--- src/rtl/sram_ctrl_pkg.sv ---
// Shared definitions for the 16-bit external SRAM controller: FSM encoding,
// default data-memory base address and the byte-to-word address mapping.
package sram_ctrl_pkg;

    typedef enum logic [2:0] {
        StIdle,
        StLo,
        StHi,
        StWait,
        StDone
    } sram_state_e;

    localparam logic [31:0] DefaultBaseAddr = 32'd1024;

    // Word index within the SRAM; addresses below base wrap modulo 2^17 words.
    function automatic logic [16:0] sram_word(input logic [31:0] addr, input logic [31:0] base);
        return 17'((addr - base) >> 2);
    endfunction

endpackage

--- src/rtl/sram_wait_cnt.sv ---
// 3-bit wait-state counter: cleared on request, terminal count when the
// current cycle is the last of Limit cycles spent counting.
module sram_wait_cnt #(
    parameter int unsigned Limit = 2
) (
    input  logic clk,
    input  logic rst,
    input  logic i_clr,
    input  logic i_en,
    output logic o_tc
);

    localparam logic [3:0] LimitW = 4'(Limit);

    logic [2:0] r_cnt;

    always_ff @(posedge clk) begin
        if (rst || i_clr) begin
            r_cnt <= '0;
        end else if (i_en) begin
            r_cnt <= r_cnt + 3'd1;
        end
    end

    assign o_tc = ({1'b0, r_cnt} + 4'd1) == LimitW;

endmodule

--- src/rtl/sram_ctrl.sv ---
// MEM-stage to 16-bit SRAM bridge: each 32-bit access is split into a low and
// a high half-word cycle, followed by WAIT_CYCLES idle cycles and a DONE cycle.
module sram_ctrl
    import sram_ctrl_pkg::*;
#(
    parameter int unsigned WAIT_CYCLES = 2,
    parameter logic [31:0] BASE_ADDR   = DefaultBaseAddr
) (
    input  logic        clk,
    input  logic        rst,
    input  logic        wr_en,
    input  logic        rd_en,
    input  logic [31:0] address,
    input  logic [31:0] writeData,
    output logic [31:0] readData,
    output logic        ready,
    output logic [17:0] SRAM_ADDR,
    output logic [15:0] SRAM_DQ_out,
    input  logic [15:0] SRAM_DQ_in,
    output logic        SRAM_DQ_oe,
    output logic        SRAM_WE_N
);

    sram_state_e r_state;
    logic        r_is_wr;
    logic [16:0] r_word;
    logic [15:0] r_wdata_hi;

    logic        w_req;
    logic        w_tc;
    logic        w_cnt_clr;
    logic        w_cnt_en;
    logic [16:0] w_word;

    assign w_req     = wr_en | rd_en;
    assign w_word    = sram_word(address, BASE_ADDR);
    assign w_cnt_clr = (r_state == StHi);
    assign w_cnt_en  = (r_state == StWait);

    assign ready = ~w_req | (r_state == StDone);

    sram_wait_cnt #(
        .Limit(WAIT_CYCLES)
    ) u_wait_cnt (
        .clk  (clk),
        .rst  (rst),
        .i_clr(w_cnt_clr),
        .i_en (w_cnt_en),
        .o_tc (w_tc)
    );

    // SRAM pins are registered on the edge entering each phase, so they are
    // valid for the whole LO/HI cycle and SRAM_DQ_in is sampled at its end.
    always_ff @(posedge clk) begin
        if (rst) begin
            r_state     <= StIdle;
            r_is_wr     <= 1'b0;
            r_word      <= '0;
            r_wdata_hi  <= '0;
            readData    <= '0;
            SRAM_ADDR   <= '0;
            SRAM_WE_N   <= 1'b1;
            SRAM_DQ_oe  <= 1'b0;
            SRAM_DQ_out <= '0;
        end else begin
            unique case (r_state)
                StIdle: begin
                    if (w_req) begin
                        r_state    <= StLo;
                        r_is_wr    <= wr_en;
                        r_word     <= w_word;
                        r_wdata_hi <= writeData[31:16];
                        SRAM_ADDR  <= {w_word, 1'b0};
                        if (wr_en) begin
                            SRAM_WE_N   <= 1'b0;
                            SRAM_DQ_oe  <= 1'b1;
                            SRAM_DQ_out <= writeData[15:0];
                        end
                    end
                end
                StLo: begin
                    r_state   <= StHi;
                    SRAM_ADDR <= {r_word, 1'b1};
                    if (r_is_wr) begin
                        SRAM_DQ_out <= r_wdata_hi;
                    end else begin
                        readData[15:0] <= SRAM_DQ_in;
                    end
                end
                StHi: begin
                    r_state    <= (WAIT_CYCLES > 0) ? StWait : StDone;
                    SRAM_WE_N  <= 1'b1;
                    SRAM_DQ_oe <= 1'b0;
                    if (!r_is_wr) begin
                        readData[31:16] <= SRAM_DQ_in;
                    end
                end
                StWait: begin
                    if (w_tc) begin
                        r_state <= StDone;
                    end
                end
                StDone: begin
                    r_state <= StIdle;
                end
                default: begin
                    r_state <= StIdle;
                end
            endcase
        end
    end

endmodule

--- config.mk ---
export PLATFORM = sky130hd
export DESIGN_NAME = sram_ctrl
export DESIGN_NICKNAME = d
export VERILOG_FILES = /design/src/rtl/sram_ctrl_pkg.sv /design/src/rtl/sram_wait_cnt.sv /design/src/rtl/sram_ctrl.sv
export SDC_FILE = /design/constraint.sdc
export NUM_CORES = 1
export LEC_CHECK = 0
export CELL_PAD_IN_SITES_DETAIL_PLACEMENT = 1
export CELL_PAD_IN_SITES_GLOBAL_PLACEMENT = 2
export CORE_MARGIN = 4
export CORE_UTILIZATION = 26
export CTS_BUF_LIST = sky130_fd_sc_hd__clkbuf_4 sky130_fd_sc_hd__clkbuf_8
export DETAILED_ROUTE_END_ITERATION = 8
export MAX_ROUTING_LAYER = met4
export PLACE_DENSITY = 0.81
export SLEW_MARGIN = 0
export SYNTH_ARGS = -nofsm -noshare
export SYNTH_HDL_FRONTEND = slang
export SYNTH_HIERARCHICAL = 1
export SYNTH_SLANG_ARGS = --single-unit
export TNS_END_PERCENT = 50
--- constraint.sdc ---
create_clock -name clk -period 2 [get_ports clk]
set_input_delay 0.2 -clock clk [delete_from_list [all_inputs] [get_ports clk]]
set_output_delay 0.2 -clock clk [all_outputs]
set_load 0.05 [all_outputs]
======== After elaboration in Yosys (flattened, before gate mapping) ========
Cells that the tools add are included.
cells by class
  bitwise logic cells ..................... 4
  mux-type cells .......................... 15
  equal/unequal tests ..................... 9
  $add $sub $neg .......................... 3
  reductions and logical operators ........ 11
operators with widths
  kind                                                                   count
  16-bit two-way mux                                                     3
  18-bit case mux with 2 select lines                                    1
  16-bit case mux with 2 select lines                                    1
  19-bit by 11-bit subtractor with 19-bit output, second input constant  1
  18-bit two-way mux                                                     1
  3-bit case mux with 4 select lines                                     1
  2-bit AND reduction                                                    5
  2-bit != test, second input constant                                   4
  3-bit by 2-bit equality test with 1-bit output, second input constant  2
  3-bit two-way mux                                                      2
  3-bit by 1-bit adder with 4-bit output, second input constant          1
  4-bit by 2-bit equality test with 1-bit output, second input constant  1
  1-bit two-way mux                                                      4
  1-bit case mux with 2 select lines                                     2
  4-bit AND reduction                                                    1
  2-bit nonzero test                                                     2
  3-bit by 1-bit adder with 3-bit output, second input constant          1
  3-bit by 1-bit equality test with 1-bit output, second input constant  1
  3-bit equality test, second input constant                             1
  3-bit logical NOT                                                      1
  3-bit AND reduction                                                    1
  1-bit inverter                                                         2
  1-bit bitwise OR                                                       2
  1-bit logical OR                                                       1
word-level totals
  register bits ........................... 108
  word-level logic and storage cells ...... 53

======== Depth between registers and ports, before layout ========
  depth in word-level cells ............... 4
  mapped depth ............................ 7
  mapped depth without buffers ............ 7

======== Hierarchy ========
The synthesis kept the hierarchy.
modules (own cells, without submodules)
  module         instances  area an instance (sq um)  cells an instance
  sram_ctrl      1          4040.1                    478
  sram_wait_cnt  1          163.9                     17

======== Worst setup path after synthesis ========
No wires, ideal clock.
  path kind ............................... flip-flop to flip-flop
  from .................................... reg r_state[2]
  to ...................................... reg SRAM_ADDR[17]
  path buffers ............................ 1
  setup slack ............................. 0.472 ns
  stages on the path, launching flop included .. 6
  arrival ................................. 1.458 ns
  clock period less this slack ............ 1.528 ns
  setup time .............................. 0.069 ns
  path through ............................ dfxtp_1 -> buf_2 -> or3_4 -> or3_1 -> o21bai_1 -> o21ai_1
on the way
  word-level cells in the longest chain between the ends .. 3
  elaborated cells on any way between the ends .. 6
  classes of those cells .................. eq/ne (2); mux (1); reduce/logical (3)
ends and longest elaborated chain
  item                                                                                        RTL line         text
  from (decl)                                                                                 sram_ctrl.sv:24  sram_state_e r_state;
  from (signal assigned)                                                                      sram_ctrl.sv:56  r_state <= StIdle;
  from (signal assigned)                                                                      sram_ctrl.sv:69  r_state <= StLo;
  from (signal assigned)                                                                      sram_ctrl.sv:82  r_state <= StHi;
  3-bit by 1-bit equality test with 1-bit output / 3-bit logical NOT (equally long branches)  sram_ctrl.sv:66  unique case (r_state)
  2-bit nonzero test (no source line) / 2-bit != test (equally long branches)                 -
  2-bit AND reduction (no source line)                                                        -
  to (signal assigned)                                                                        sram_ctrl.sv:73  SRAM_ADDR <= {w_word, 1'b0};
  to (signal assigned)                                                                        sram_ctrl.sv:83  SRAM_ADDR <= {r_word, 1'b1};
  to (decl)                                                                                   sram_ctrl.sv:17  output logic [17:0] SRAM_ADDR,
Several ways; a longest one is shown, not always the timed one.
A chain may end at the register's enable or synchronous reset.

======== Final worst setup path ========
  from .................................... reg r_state[2]
  to ...................................... reg readData[21]
on the way
  word-level cells in the longest chain between the ends .. 2
ends and longest elaborated chain
  item                                            RTL line         text
  3-bit by 2-bit equality test with 1-bit output  sram_ctrl.sv:66
  2-bit AND reduction (no source line)            -
  to (signal assigned)                            sram_ctrl.sv:95  readData[31:16] <= SRAM_DQ_in;
  to (decl)                                       sram_ctrl.sv:15  output logic [31:0] readData,
Every way passes these cells.

==> run metrics <==
count of buffers inserted at the top-level ports 137; fmax approximately 560 MHz; post-synthesis area per instance approximately 8.5 µm²; kind of capture point of the worst setup path flip-flop; leading cell types in the layout, fill and taps excluded sky130_fd_sc_hd__clkdlybuf4s50_1, sky130_fd_sc_hd__nand2_1, sky130_fd_sc_hd__dfxtp_1, sky130_fd_sc_hd__a21oi_1, sky130_fd_sc_hd__nor2_1; Clock H-tree levels 3; Synth Instances 495; Peak VDD IR roughly 0.4 mV; async set or reset register ratio after synthesis 0; number of remaining DRC errors 0; RSZ-0062 raised after global routing no; clock tree from TritonCTS yes; number of synthesized flops with an enable pin 0; clock-pin slew reported for the worst setup and hold paths after clock tree synthesis 0.10 ns; Finish-stage setup viols 0; core area 0.01589 mm²; worst slew slack as a fraction of its limit 0.6252; clock buffer count from CTS 9; post-layout minimum cycle time roughly 1.8 ns; critical setup path kind reg -> reg; number of optimization iterations in the first detailed-route pass 4; portion of total power attributed to combinational logic 0.269; global routing usage summed across all routing layers 0.1534; floorplan row count 46; total count of hold-check failures in the final report 0; layout cells sized above 1 0.07143; leakage power of the design around 2.2 nW; Flop pwr share 0.432; most used cell along the critical path sky130_fd_sc_hd__buf_4; count of hold buffers inserted by post-cts repair 0; launching element type of the critical path flip-flop; Worst EP arrival between 2 and 2.5 ns; pin count of the biggest net entering global routing 110; Maximum Capacitance Violations 0; net count reported at finish a little over 700; first-pass GRT wire length between 20 and 25 mm; top flip-flop cell by instance count after synthesis sky130_fd_sc_hd__dfxtp_1; Total Die Area 0.01827 mm²; net switching fraction of the power 0.3170; remaining global-route overflow 0; number of sinks handled by clock tree synthesis between 100 and 150; Worst Tran Pin Value 0.5604 ns; cell total after placement a little over 800; number of buffers on the longest clock path 2; iteration-0 DRC count of the detailed router between 80 and 90; die width about 140 µm; worst path buffer plus inverter count 2; Starting Density 0.2647; clock share of power 0.299; cell area after synthesis between 0.004 and 0.005 mm²; Total Neg Setup Slack 0 ns; critical-path cell with the highest stage delay sky130_fd_sc_hd__dfxtp_1; outcome complete, no violations; Crit Path Max Fanout 10; NetSw about 0.0018 W; total wire length after detailed routing ~13 mm; final number of max-transition violations 0; number of different library cells in the post-synthesis netlist 46; Worst path max stage delay a little under 0.4 ns; DIE HEIGHT roughly 140 µm; syn_nets between 500 and 600; mean number of vias per cell ~4.7; total of cells resized after clock tree synthesis 0; number of antenna violations at the first check in global routing 0; Synthesis Warnings 6; buffers inserted by post-CTS timing repair 0; most frequent standard cell in the layout excluding fill and tap cells sky130_fd_sc_hd__clkdlybuf4s50_1; Wirelength per Cell around 16 µm; clock latency on the worst-skew pair ~0.37 ns; Filler cells approximately 1900; routability congestion estimate from global placement 0.7859; total number of vias roughly 3900; synthesis-to-finish area growth 46.67%; sequence of cells on the critical path buf_4 -> nor2_1 -> nand3b_1 -> buf_4 -> nand2_1 -> a21oi_1; power density over the cells ~920 mW/mm²; half-perimeter wire length after placement around 9.4 mm; Final Non-Filler Cells around 850; diode count 0; classification of the worst-slack hold path in -> reg; internal power contribution 0.003894 W; crit-path leading delay family simple AND/OR/NAND/NOR gates; via count of the first global-routing pass roughly 4200; DRT antenna net count 0; sequential fraction of the synthesis area 0.5143; Yosys reg bits between 100 and 150; CTS root buf sky130_fd_sc_hd__clkbuf_8; io pins roughly 150; final worst path period share 0.8928; data required time at the worst endpoint approximately 2.2 ns; setup skew after layout approximately 0.0095 ns
per-layer routing:
layer  share of wire  global-route usage
met4           0.015             0.04983
met3           0.078             0.05126
met1            0.44              0.1835
met2            0.46              0.2445
met5               0                   -
Yosys cell counts, types with 3 or more instances:
library cell	n	area, µm²
sky130_fd_sc_hd__nor3_1	6	30.03
sky130_fd_sc_hd__buf_2	11	55.05
sky130_fd_sc_hd__nor2_1	33	123.9
sky130_fd_sc_hd__clkbuf_1	21	78.83
sky130_fd_sc_hd__a211oi_1	20	150.1
sky130_fd_sc_hd__inv_1	5	18.77
sky130_fd_sc_hd__a21oi_1	74	370.4
sky130_fd_sc_hd__nand3b_1	4	30.03
sky130_fd_sc_hd__nand2_1	133	499.2
sky130_fd_sc_hd__dfxtp_1	108	2162
sky130_fd_sc_hd__nor3b_1	3	22.52
sky130_fd_sc_hd__ha_1	3	37.54
sky130_fd_sc_hd__a22oi_1	13	97.59
sky130_fd_sc_hd__xor2_1	4	35.03
sky130_fd_sc_hd__a31oi_1	3	18.77
sky130_fd_sc_hd__mux2i_1	17	170.2
cell families (layout without fill, tap and decap cells):
family / after synthesis / after routing / share of synthesized area
buffers and inverters: 40 / 175 / 0.04107
adders and majority gates: 3 / 3 / 0.008930
muxes: 17 / 17 / 0.04048
and+or+nand+nor: 196 / 196 / 0.2021
AOI/OAI and AO/OA: 126 / 126 / 0.1827
DFF: 108 / 108 / 0.5143
xor gates and xnor gates: 5 / 5 / 0.01042
worst paths after layout:
path | cells after the start | slack [ns] | endpoint | from
worst max-delay path | 6 | 0.21 | readData[21] | r_state[2]
worst min-delay path | 3 | 0.28 | SRAM_ADDR[10] | rst
worst max register to register | 6 | 0.21 | readData[21] | r_state[2]
worst min register to register | 2 | 0.46 | readData[3] | readData[3]
worst min-delay path, stage by stage:
cell and delay, ns:
sky130_fd_sc_hd__buf_4 0.11, sky130_fd_sc_hd__or3_1 0.20, sky130_fd_sc_hd__o211ai_1 0.10
sequential cells by signal (all words and copies together), names as in the netlist, 3 cells and up:
name and count:
readData 32, u_wait_cnt/r_cnt 3, r_word 17, r_wdata_hi 16, SRAM_DQ_out 16, r_state 3, SRAM_ADDR 18
power by group through the flow:
| stage | Clock (W) | Combinational, W | Sequential, W |
|---|---|---|---|
| global route | 0.00188 | 0.00164 | 0.00250 |
| global placement | 0 | 0.00152 | 0.00251 |
| floorplan | 0 | 0.000516 | 0.00291 |
| CTS | 0.00178 | 0.00155 | 0.00247 |
| detailed placement | 0 | 0.00155 | 0.00252 |
| finish | 0.00170 | 0.00153 | 0.00246 |
final cells by class:
| class | instances | area (µm²) | share of cell area |
|---|---|---|---|
| Sequential cell | 108 | 2162 | 0.3506 |
| Multi-Input combinational cell | 347 | 1882 | 0.3052 |
| Timing Repair Buffer | 155 | 1577 | 0.2557 |
| Tap cell | 216 | 270.3 | 0.04383 |
| Clock buffer | 10 | 131.4 | 0.02131 |
| Clock inverter | 5 | 125.1 | 0.02029 |
| Inverter | 5 | 18.77 | 0.003044 |
stage by stage:
step | power [W] | area [µm²] | setup slack, ns | hold WS, ns | utilization
6_report | 0.005701 | 6166 | 0.2143 | 0.2791 | 0.3882
5_1_grt | 0.006021 | 6166 | 0.06288 | 0.2876 | 0.3882
3_3_place_gp | 0.004023 | 5909 | 0.03254 | 0.4418 | 0.3720
4_1_cts | 0.005804 | 6166 | 0.1927 | 0.2608 | 0.3882
3_5_place_dp | 0.004063 | 5909 | -0.02958 | 0.4511 | 0.3720
2_1_floorplan | 0.003426 | 4204 | 0.4724 | 0.2709 | -
Power figures use the tool's default switching activity.
